**config.mk**
```make
export PLATFORM = sky130hd
export DESIGN_NAME = carrd_vissue
export DESIGN_NICKNAME = d
export VERILOG_FILES = /design/src/rtl/carrd_vissue.sv
export SDC_FILE = /design/constraint.sdc
export NUM_CORES = 1
export LEC_CHECK = 0
export ABC_AREA = 1
export CORE_MARGIN = 2
export CORE_UTILIZATION = 60
export CTS_BUF_LIST = sky130_fd_sc_hd__clkbuf_4 sky130_fd_sc_hd__clkbuf_8
export DETAILED_ROUTE_END_ITERATION = 6
export GPL_TIMING_DRIVEN = 0
export PLACE_DENSITY_LB_ADDON = 0.05
export SYNTH_ARGS = -nofsm -noshare
export SYNTH_HDL_FRONTEND = slang
export SYNTH_SLANG_ARGS = --single-unit
```
**constraint.sdc**
```tcl
create_clock -name clk -period 9 [get_ports clk]
set_input_delay 1.8 -clock clk [delete_from_list [all_inputs] [get_ports clk]]
set_output_delay 1.8 -clock clk [all_outputs]
set_load 0.03 [all_outputs]
```
**src/rtl/carrd_vissue.sv**
```systemverilog
// carrd_vissue: in-order vector issue sequencer for the CARRD coprocessor.
// Buffers pre-decoded vector instructions with their scalar snapshots, tracks
// pending vreg writes in a 32-bit scoreboard, and dispatches the head entry to
// its functional unit when that unit is free and no RAW/WAW hazard exists.
// Ports:
//   clk, rst                 clock, synchronous active-high reset
//   in_valid/in_ready        enqueue handshake (in_ready is registered !full)
//   in_instr, in_xdata       payload carried to the FU
//   in_fu                    target FU; NUM_FU encodes vconfig
//   in_vd/vs1/vs2, flags     register indices and operand-use flags
//   in_span                  LMUL group size (1, 2 or 4; others act as 1)
//   fu_busy, fu_done         per-FU backpressure and completion pulse
//   disp_*                   registered one-cycle dispatch pulse and payload
//   q_count, sb_pending      occupancy and scoreboard
//   idle                     queue empty, scoreboard clear, nothing in flight
module carrd_vissue #(
  parameter int unsigned QDEPTH = 4,
  parameter int unsigned NUM_FU = 3,
  parameter int unsigned FUW    = $clog2(NUM_FU + 1)
) (
  input  logic                      clk,
  input  logic                      rst,
  input  logic                      in_valid,
  output logic                      in_ready,
  input  logic [31:0]               in_instr,
  input  logic [31:0]               in_xdata,
  input  logic [FUW-1:0]            in_fu,
  input  logic [4:0]                in_vd,
  input  logic [4:0]                in_vs1,
  input  logic [4:0]                in_vs2,
  input  logic                      in_writes_vd,
  input  logic                      in_uses_vs1,
  input  logic                      in_uses_vs2,
  input  logic [2:0]                in_span,
  input  logic [NUM_FU-1:0]         fu_busy,
  input  logic [NUM_FU-1:0]         fu_done,
  output logic                      disp_valid,
  output logic [NUM_FU-1:0]         disp_fu,
  output logic                      disp_vconfig,
  output logic [31:0]               disp_instr,
  output logic [31:0]               disp_xdata,
  output logic [4:0]                disp_vd,
  output logic [$clog2(QDEPTH):0]   q_count,
  output logic [31:0]               sb_pending,
  output logic                      idle
);

  localparam int unsigned PW = $clog2(QDEPTH);
  localparam int unsigned CW = PW + 1;

  typedef struct packed {
    logic [31:0]    instr;
    logic [31:0]    xdata;
    logic [FUW-1:0] fu;
    logic [4:0]     vd;
    logic [4:0]     vs1;
    logic [4:0]     vs2;
    logic           writes_vd;
    logic           uses_vs1;
    logic           uses_vs2;
    logic [2:0]     span;
  } entry_t;

  // Register group bitmap r .. r+span-1, wrapping modulo 32.
  function automatic logic [31:0] grp_mask(input logic [4:0] r, input logic [2:0] span);
    logic [31:0] m;
    m = 32'h0;
    m[r] = 1'b1;
    if (span == 3'd2 || span == 3'd4) m[r + 5'd1] = 1'b1;
    if (span == 3'd4) begin
      m[r + 5'd2] = 1'b1;
      m[r + 5'd3] = 1'b1;
    end
    return m;
  endfunction

  entry_t            r_q [QDEPTH];
  logic [PW-1:0]     r_head, r_tail;
  logic [CW-1:0]     r_count;
  logic [31:0]       r_sb;
  logic [NUM_FU-1:0] r_inflight;
  logic [31:0]       r_fu_mask [NUM_FU];
  logic              r_in_ready, r_idle;
  logic              r_disp_valid, r_disp_vconfig;
  logic [NUM_FU-1:0] r_disp_fu;
  logic [31:0]       r_disp_instr, r_disp_xdata;
  logic [4:0]        r_disp_vd;

  entry_t            w_in_entry, w_head;
  logic              w_push, w_issue, w_is_vcfg, w_fu_free, w_raw, w_waw;
  logic [NUM_FU-1:0] w_fu_oh, w_done, w_inflight_nxt;
  logic [31:0]       w_vd_mask, w_clr, w_set, w_sb_nxt;
  logic [CW-1:0]     w_count_nxt;

  // Issue decision, scoreboard and occupancy next-state.
  always_comb begin
    w_in_entry     = '{in_instr, in_xdata, in_fu, in_vd, in_vs1, in_vs2,
                       in_writes_vd, in_uses_vs1, in_uses_vs2, in_span};
    w_head         = r_q[r_head];
    w_push         = in_valid && r_in_ready && (r_count != CW'(QDEPTH));
    w_is_vcfg      = (w_head.fu >= FUW'(NUM_FU));
    w_vd_mask      = grp_mask(w_head.vd, w_head.span);
    w_raw          = (w_head.uses_vs1 && |(grp_mask(w_head.vs1, w_head.span) & r_sb)) ||
                     (w_head.uses_vs2 && |(grp_mask(w_head.vs2, w_head.span) & r_sb));
    w_waw          = w_head.writes_vd && |(w_vd_mask & r_sb);
    w_fu_free      = 1'b0;
    w_fu_oh        = '0;
    w_done         = fu_done & r_inflight;
    w_clr          = 32'h0;
    for (int i = 0; i < int'(NUM_FU); i++) begin
      if (FUW'(i) == w_head.fu) begin
        w_fu_free  = !fu_busy[i] && !r_inflight[i];
        w_fu_oh[i] = 1'b1;
      end
      if (w_done[i]) w_clr = w_clr | r_fu_mask[i];
    end
    // vconfig waits for a fully drained machine.
    w_issue        = (r_count != '0) &&
                     (w_is_vcfg ? ((r_sb == 32'h0) && (r_inflight == '0))
                                : (w_fu_free && !w_raw && !w_waw));
    w_set          = (w_issue && !w_is_vcfg && w_head.writes_vd) ? w_vd_mask : 32'h0;
    // Dispatch-set bits take precedence over done-clear bits.
    w_sb_nxt       = (r_sb & ~w_clr) | w_set;
    w_inflight_nxt = (r_inflight & ~w_done) |
                     ((w_issue && !w_is_vcfg) ? w_fu_oh : '0);
    w_count_nxt    = r_count + CW'(w_push) - CW'(w_issue);
  end

  // Queue payload storage; pointers and count carry the valid state.
  always_ff @(posedge clk) begin
    if (!rst && w_push) r_q[r_tail] <= w_in_entry;
  end

  // Control state and registered outputs.
  always_ff @(posedge clk) begin
    if (rst) begin
      r_head         <= '0;
      r_tail         <= '0;
      r_count        <= '0;
      r_sb           <= 32'h0;
      r_inflight     <= '0;
      r_in_ready     <= 1'b0;
      r_idle         <= 1'b1;
      r_disp_valid   <= 1'b0;
      r_disp_fu      <= '0;
      r_disp_vconfig <= 1'b0;
      r_disp_instr   <= 32'h0;
      r_disp_xdata   <= 32'h0;
      r_disp_vd      <= 5'h0;
      for (int i = 0; i < int'(NUM_FU); i++) r_fu_mask[i] <= 32'h0;
    end else begin
      if (w_push)  r_tail <= r_tail + PW'(1);
      if (w_issue) r_head <= r_head + PW'(1);
      r_count        <= w_count_nxt;
      r_sb           <= w_sb_nxt;
      r_inflight     <= w_inflight_nxt;
      r_in_ready     <= (w_count_nxt != CW'(QDEPTH));
      r_idle         <= (w_count_nxt == '0) && (w_sb_nxt == 32'h0) && (w_inflight_nxt == '0);
      r_disp_valid   <= w_issue;
      r_disp_fu      <= (w_issue && !w_is_vcfg) ? w_fu_oh : '0;
      r_disp_vconfig <= w_issue && w_is_vcfg;
      r_disp_instr   <= w_issue ? w_head.instr : 32'h0;
      r_disp_xdata   <= w_issue ? w_head.xdata : 32'h0;
      r_disp_vd      <= w_issue ? w_head.vd : 5'h0;
      for (int i = 0; i < int'(NUM_FU); i++) begin
        if (w_done[i]) r_fu_mask[i] <= 32'h0;
        if (w_issue && !w_is_vcfg && w_fu_oh[i])
          r_fu_mask[i] <= w_head.writes_vd ? w_vd_mask : 32'h0;
      end
    end
  end

  assign in_ready     = r_in_ready;
  assign idle         = r_idle;
  assign q_count      = r_count;
  assign sb_pending   = r_sb;
  assign disp_valid   = r_disp_valid;
  assign disp_fu      = r_disp_fu;
  assign disp_vconfig = r_disp_vconfig;
  assign disp_instr   = r_disp_instr;
  assign disp_xdata   = r_disp_xdata;
  assign disp_vd      = r_disp_vd;

endmodule

```
==> key figures, run 1 <==
Routing
  • Antenna-violating nets left: 0
  • Routed wire length: 82.3 mm
  • Met3 Routed Length: 8.32 mm
  • Vias per inst: 6.04
  • Wire length on met1: 30.5 mm
  • DR iter-0 viols: 2716
  • DRC viols: 1
  • Met2 wire length: 39.9 mm
  • Via count: 22700
  • Top layer in use: met5
  • Pre-Repair DR Iteration Count: 7
  • Drt wl/cell: 21.9 um

Synthesis
  • Post-synthesis compound-gate area fraction: 10.4%
  • Cells after synthesis: 2787
  • Register area share after synthesis: 59.4%
  • Synth Area in Simple Gates: 24.9%
  • Xor and xnor fraction of the mapped netlist area: 0.326%
  • Multiplexer area fraction after synthesis: 0%
  • Largest family of logic cells by synthesized area: simple AND/OR/NAND/NOR gates
  • Yosys warning count: 0
  • Synth Area in Adders: 0.643%
  • Top-area cell type share of the netlist area: 50.4%
  • Post-Syn Area: 0.0265 mm^2
  • Synth Net Count: 2896
  • Largest cells by area after synthesis: edfxtp_1, nand2_1, dfxtp_1
  • Mean post-synth cell area: 9.50 um^2
  • Synth cell types: 42
  • Seq cells post-synth: 564
  • Dominant cell type by area after synthesis: edfxtp_1

Worst setup path
  • CP max-delay cell: clkbuf_1
  • R2R cell count: 40
  • Worst R2R End: idle$_SDFF_PP1_
  • CP arrival: 7050 ps
  • CP Data Required Time: 9610 ps
  • Crit-path most repeated cell: nand2_1
  • R2R Setup Slk: 2560 ps
  • Setup crit start kind: register
  • Crit Path Class: reg2reg
  • CP Capture Type: register
  • Max incr delay on CP: 410 ps
  • CP Max Fanout: 10

Global routing
  • Vias in the first global route: 22000
  • Initial antenna violation count: 4
  • Largest net degree at the start of global routing: 29
  • Congestion Overflow GR: 0
  • Gr usage total: 35.5%
  • First-pass GRT wire length: 125 mm

Pwr
  • Switching Share: 44.4%
  • Logic pwr share: 43.7%
  • Switching power total: 0.00422 W
  • Leak Pwr: 12.3 nW
  • Maximum VDD drop: 213 uV
  • Clock power share: 23.1%
  • Flop pwr share: 33.2%
  • Power Density: 302 mW/mm^2
  • Internal Power: 0.00528 W

Cells and area
  • Commonest non-fill, non-tap cell in the layout: nand2_1
  • Nets: 3204
  • Fin util: 72.5%
  • Area Growth Syn to Fin: 18.8%
  • Final Non-Filler Cells: 3755
  • Layout cells sized above 1: 12.3%
  • Commonest cells after routing, fill and taps aside: nand2_1, edfxtp_1, nor2_1, clkdlybuf4s50_1, a21oi_1

STA
  • Final Max Slew Viols: 0
  • Final hold violation count: 0
  • RSZ-0062 raised after global routing: no
  • Worst hold slack: 498 ps
  • Max-slew headroom: 33.4%
  • Fmax: 155 MHz
  • Part of the cycle the worst path needs: 71.5%
  • Slew @ Worst Pin: 999 ps
  • Clock skew: 28.3 ps
  • Setup-failing EPs final: 0
  • Post-layout min period: 6440 ps

Clock tree
  • Hold buffers post-CTS: 0
  • Setup Buffers After CTS: 0
  • CTS resizes: 0
  • Htree depth: 3
  • CTS clk-pin slew, worst paths: 60 ps
  • Cts bufs inserted: 86
  • CTS tree: yes
  • Clk_lat worst skew: 690 ps
  • Deepest clock path buffer count: 3
  • Clk sinks: 564
  • Root Buffer: clkbuf_8

Floorplan
  • Core area: 0.0434 mm^2
  • # IOs: 207
  • Starting Density: 61.1%
  • # rows: 76
  • Die width: 214 um
  • Die area: 0.0458 mm^2
  • Die Height: 214 um

Worst hold path
  • Hold Crit Class: reg2reg
  • Hold Crit Endpoint: r_head[0]$_SDFFE_PP0N_
  • Hold Path Depth: 1
  • Worst hold start: r_head[0]$_SDFFE_PP0N_

Run
  • Max-cap violations: 0

Placed design
  • RD Place Congestion: 0.981
  • I/O Buffers: 204
  • Placed Instances: 3592
  • DP HPWL: 56.4 mm

Run status
  • Failing checks: design-rule violations
  • Status: finished, violations left
[how the worst max path moves through the flow]
| stage | startpoint | endpoint | slack (ps) |
|---|---|---|---|
| after floorplan | rst | r_q[0][0]$_DFFE_PP_ | 2580 |
| after detailed placement | register | idle$_SDFF_PP1_ | 2800 |
| final | register | idle$_SDFF_PP1_ | 2560 |
| after global placement | in_valid | r_q[2][6]$_DFFE_PP_ | -850 |
| after global routing | register | idle$_SDFF_PP1_ | 2050 |
| after CTS | register | idle$_SDFF_PP1_ | 2740 |
[metrics by stage]
| stage | setup TNS (ps) | worst slack [ps] | total power, W | area [um^2] |
|---|---|---|---|---|
| 5_1_grt | 0 | 2050 | 0.00995 | 31400 |
| 3_5_place_dp | 0 | 2800 | 0.00722 | 29600 |
| 4_1_cts | 0 | 2740 | 0.00940 | 31400 |
| 2_1_floorplan | 0 | 2580 | 0.00589 | 26500 |
| 6_report | 0 | 2560 | 0.00950 | 31400 |
| 3_3_place_gp | -261070 | -852 | 0.00714 | 29200 |
[critical path, delay by kind of cell (launching register included)]
family / cells / cell delay [ps]
xor gates and xnor gates: 2 / 410
AOI/OAI and AO/OA: 1 / 80
buffers and inverters: 11 / 1950
and+or+nand+nor: 22 / 2470
adders and majority gates: 4 / 1100
DFF: 1 / 340
[layout make-up]
cell class	count	area, um^2
well taps	585	732
multi-input cells	1964	9640
plain buffers	158	763
inverters	101	384
clock inverters	36	241
fillers	3110	11900
flip-flops and latches	564	15700
repair buffers	220	2380
clock buffers	126	1570
diodes	1	2.50
[cells by family (layout without fill, tap and decap cells)]
logic type,count (synthesis),in the layout
other cells,0,1
buf+inv,259,641
simple gates,1558,1558
fa+ha+maj,13,13
compound gates,387,387
xor+xnor,6,6
flops,564,564
[synthesized netlist by cell type]
cell and count:
buf_4 16, o41ai_1 1, a21oi_2 10, nand2_4 2, inv_1 76, nor2_2 30, nor2_1 301, nor2_4 9
a32oi_1 2, a21oi_1 190, fa_1 1, nand4_1 116, o21bai_1 2, nor4_1 8, o22ai_1 3, edfxtp_1 444
a221oi_1 12, nand3_1 162, xor2_1 2, or2_1 1, a221oi_2 64, ha_1 12, nor3_1 4, inv_6 1
clkbuf_1 88, inv_2 21, xor2_2 2, o21ai_0 63, nand2_2 18, nand2_1 904, xnor2_1 1, o21ai_1 11
buf_6 9, xor2_4 1, or2_2 2, buf_2 34, o211ai_1 28, clkinv_1 3, buf_1 11, nand4_2 1
dfxtp_1 120, a31oi_1 1
[layer usage]
metal | track usage (%) | vias up
met1 | 44.3 | 10800
li1 | - | 10300
met4 | 16.5 | 8
met3 | 7.89 | 228
met5 | 0 | -
met2 | 59.2 | 1355
[registers in the layout, indices dropped and copies added, names as in the netlist, named ones only]
register and cells:
r_q 348, r_fu_mask 96, disp_instr 32, disp_xdata 32, sb_pending 32, disp_vd 5
disp_fu 3, q_count 3, r_inflight 3, r_head 2, r_tail 2, disp_valid 1
disp_vconfig 1, idle 1, in_ready 1
[power by group through the flow]
stage          Sequential [W]  Clock, W  Combinational (W)
4_1_cts               0.00315   0.00221            0.00405
3_5_place_dp          0.00320         0            0.00402
2_1_floorplan         0.00335         0            0.00254
6_report              0.00315   0.00220            0.00415
3_3_place_gp          0.00322         0            0.00392
5_1_grt               0.00316   0.00232            0.00447
Note: power is estimated with default switching activity, not from simulation.
==> inputs of run 2 (changes only) <==
--- a/config.mk
+++ b/config.mk
@@ -7,7 +7,7 @@
 export LEC_CHECK = 0
 export ABC_AREA = 1
 export CORE_MARGIN = 2
-export CORE_UTILIZATION = 60
+export CORE_UTILIZATION = 55
 export CTS_BUF_LIST = sky130_fd_sc_hd__clkbuf_4 sky130_fd_sc_hd__clkbuf_8
 export DETAILED_ROUTE_END_ITERATION = 6
 export GPL_TIMING_DRIVEN = 0
==> constraint.sdc (replaced) <==
create_clock -name clk -period 5.55 [get_ports clk]
set_input_delay 1.11 -clock clk [delete_from_list [all_inputs] [get_ports clk]]
set_output_delay 1.11 -clock clk [all_outputs]
set_load 0.03 [all_outputs]
==> run 2 against run 1 <==
Against the previous run:
- the flow now finishes without violations
- clock skew is 9.9 ps higher
- combinational power is 86% higher
- hold slack got worse by 3.5 ps
- sequential share of layout area is 2.1 points lower
- clock power grew 72%
- critical path depth grew 4
- first-iteration DRC count down 17%
- via count shrank 0.43%
- clock-buffer cell count rose by 10
- total power up 75%
- critical path type unchanged
- critical endpoint unchanged
==> key figures, run 2 (synthesized netlist as in run 1, its figures left out) <==
Clock tree
  • Clk_lat worst skew: 710 ps (was 690 ps)
  • Deepest clock path buffer count: 3 (unchanged)
  • Root Buffer: clkbuf_8 (unchanged)
  • Clk sinks: 564 (unchanged)
  • Cts bufs inserted: 89 (was 86)
  • Htree depth: 3 (unchanged)
  • CTS clk-pin slew, worst paths: 70 ps (was 60 ps)
  • CTS tree: yes (unchanged)
  • Hold buffers post-CTS: 0 (unchanged)

Placed design
  • I/O Buffers: 204 (unchanged)
  • Placed Instances: 3622 (was 3592)
  • RD Place Congestion: 0.951 (was 0.981)
  • DP HPWL: 58.3 mm (was 56.4 mm)
  • Worst slack, placed: -664 ps (was 2800 ps)

Routing
  • Pre-Repair DR Iteration Count: 7 (unchanged)
  • DR iter-0 viols: 2241 (was 2716)
  • Via count: 22600 (was 22700)
  • Antenna-violating nets left: 0 (unchanged)
  • Vias per inst: 5.87 (was 6.04)
  • Drt wl/cell: 21.8 um (was 21.9 um)
  • DRC viols: 0 (was 1)
  • Routed wire length: 84.0 mm (was 82.3 mm)

Worst setup path
  • CP Max Fanout: 11 (was 10)
  • Setup crit end: idle$_SDFF_PP1_ (unchanged)
  • Crit Path Class: reg2reg (unchanged)
  • Worst R2R End: idle$_SDFF_PP1_ (unchanged)
  • Setup crit start kind: register (unchanged)
  • CP arrival: 6030 ps (was 7050 ps)
  • CP max-delay cell: dfxtp_2 (was clkbuf_1)
  • CP Data Required Time: 6180 ps (was 9610 ps)
  • R2R cell count: 44 (was 40)
  • CP Capture Type: register (unchanged)
  • R2R Setup Slk: 140 ps (was 2560 ps)
  • Max incr delay on CP: 370 ps (was 410 ps)
  • Crit-path most repeated cell: nand2_1 (unchanged)

Pwr
  • Switching Share: 43.8% (was 44.4%)
  • Clock power share: 22.8% (was 23.1%)
  • Flop pwr share: 30.7% (was 33.2%)
  • Leak Pwr: 12.8 nW (was 12.3 nW)
  • Maximum VDD drop: 457 uV (was 213 uV)
  • Switching power total: 0.00728 W (was 0.00422 W)
  • Final total power: 0.0166 W (was 0.00950 W)
  • Internal Power: 0.00935 W (was 0.00528 W)
  • Power Density: 507 mW/mm^2 (was 302 mW/mm^2)
  • Logic pwr share: 46.5% (was 43.7%)

STA
  • Final WS setup: 145 ps (was 2560 ps)
  • Post-layout min period: 5410 ps (was 6440 ps)
  • Max-slew headroom: 27.6% (was 33.4%)
  • Clock skew: 38.2 ps (was 28.3 ps)
  • Part of the cycle the worst path needs: 97.4% (was 71.5%)
  • RSZ-0062 raised after global routing: yes (was no)
  • Slew @ Worst Pin: 1090 ps (was 999 ps)
  • Setup-failing EPs final: 0 (unchanged)
  • Final Max Slew Viols: 0 (unchanged)
  • Final hold violation count: 0 (unchanged)
  • Fmax: 185 MHz (was 155 MHz)

Cells and area
  • Top Registers: r_q (348), r_fu_mask (96) (unchanged)
  • Commonest cells after routing, fill and taps aside: nand2_1, edfxtp_1, nor2_1, clkdlybuf4s50_1, a21oi_1 (unchanged)
  • Commonest non-fill, non-tap cell in the layout: nand2_1 (unchanged)
  • Layout cells sized above 1: 17.9% (was 12.3%)
  • Area Growth Syn to Fin: 23.9% (was 18.8%)
  • Nets: 3261 (was 3204)
  • Biggest register: r_q (unchanged)
  • Max reg flops: 348 (unchanged)
  • Final Non-Filler Cells: 3847 (was 3755)
  • Fin util: 68.9% (was 72.5%)

Global routing
  • Gr usage total: 32.9% (was 35.5%)
  • Initial antenna violation count: 8 (was 4)
  • First-pass GRT wire length: 125 mm (about the same)
  • Largest net degree at the start of global routing: 29 (unchanged)
  • Vias in the first global route: 21700 (was 22000)
  • Congestion Overflow GR: 0 (unchanged)

Floorplan
  • # rows: 80 (was 76)
  • Core area: 0.0476 mm^2 (was 0.0434 mm^2)
  • Starting Density: 55.6% (was 61.1%)
  • Die area: 0.0499 mm^2 (was 0.0458 mm^2)
  • Die width: 223 um (was 214 um)
  • # IOs: 207 (unchanged)
  • Die Height: 223 um (was 214 um)

Worst hold path
  • Worst hold start: r_head[0]$_SDFFE_PP0N_ (unchanged)
  • Hold Crit Class: reg2reg (unchanged)

Run status
  • Status: completed (was finished, violations left)

Run
  • Max-cap violations: 0 (unchanged)
[run 2: metal layers]
layer / vias to the layer above / share of wire [%] / track usage (%)
li1: 10400 / - / -
met1: 10800 / 39 / 41.5
met2: 1107 / 48 / 54.4
met3: 217 / 8.4 / 8.02
met4: 8 / 4.1 / 13.8
met5: - / 0.068 / 0
[run 2: what timing repair did]
action                     4_1_cts  5_1_grt
setup buffers                   12       42
pin swaps                       15       49
resized for setup               69      178
gates cloned                     0        3
setup endpoints to repair        2        1
[run 2: layout make-up]
class | instances | area, um^2
Clock inverter | 29 | 245
Buffer | 155 | 875
Multi-Input combinational cell | 1966 | 10200
Antenna cell | 6 | 15.0
Sequential cell | 564 | 15700
Fill cell | 3664 | 14800
Inverter | 101 | 424
Clock buffer | 136 | 1720
Timing Repair Buffer | 275 | 2810
Tap cell | 615 | 769
[run 2: critical path, delay by kind of cell (launching register included)]
family,cells,cell delay [ps]
adder cells (fa/ha/maj),4,960
flip-flops,1,370
AND/OR/NAND/NOR,27,2700
XOR/XNOR,2,340
buffers and inverters,10,850
AO/OA/AOI/OAI,1,60
[run 2: power by group through the flow]
stage          Combinational [W]  Clock [W]  Sequential (W)
2_1_floorplan            0.00411          0         0.00543
3_3_place_gp             0.00647          0         0.00521
3_5_place_dp             0.00660          0         0.00518
4_1_cts                  0.00692    0.00382         0.00510
5_1_grt                  0.00827    0.00399         0.00513
6_report                 0.00773    0.00379         0.00510
[run 2: worst min-delay path by stage]
stage                     slack (ps)                      to  cells past startpoint
after detailed placement         480  r_head[0]$_SDFFE_PP0N_                      1
after global routing             500  r_head[0]$_SDFFE_PP0N_                      1
after global placement           450  r_head[0]$_SDFFE_PP0N_                      1
after CTS                        490  r_head[0]$_SDFFE_PP0N_                      1
final                            490  r_head[0]$_SDFFE_PP0N_                      1
after floorplan                  440                register                      2
[run 2: per-stage QoR]
| stage | instance area (um^2) | hold slack, ps | TNS, ps |
|---|---|---|---|
| finish | 32800 | 494 | 0 |
| global placement | 29300 | 455 | -1353220 |
| CTS | 31900 | 491 | 0 |
| global route | 32800 | 497 | -108 |
| floorplan | 26500 | 438 | -61770 |
| detailed placement | 29700 | 484 | -664 |
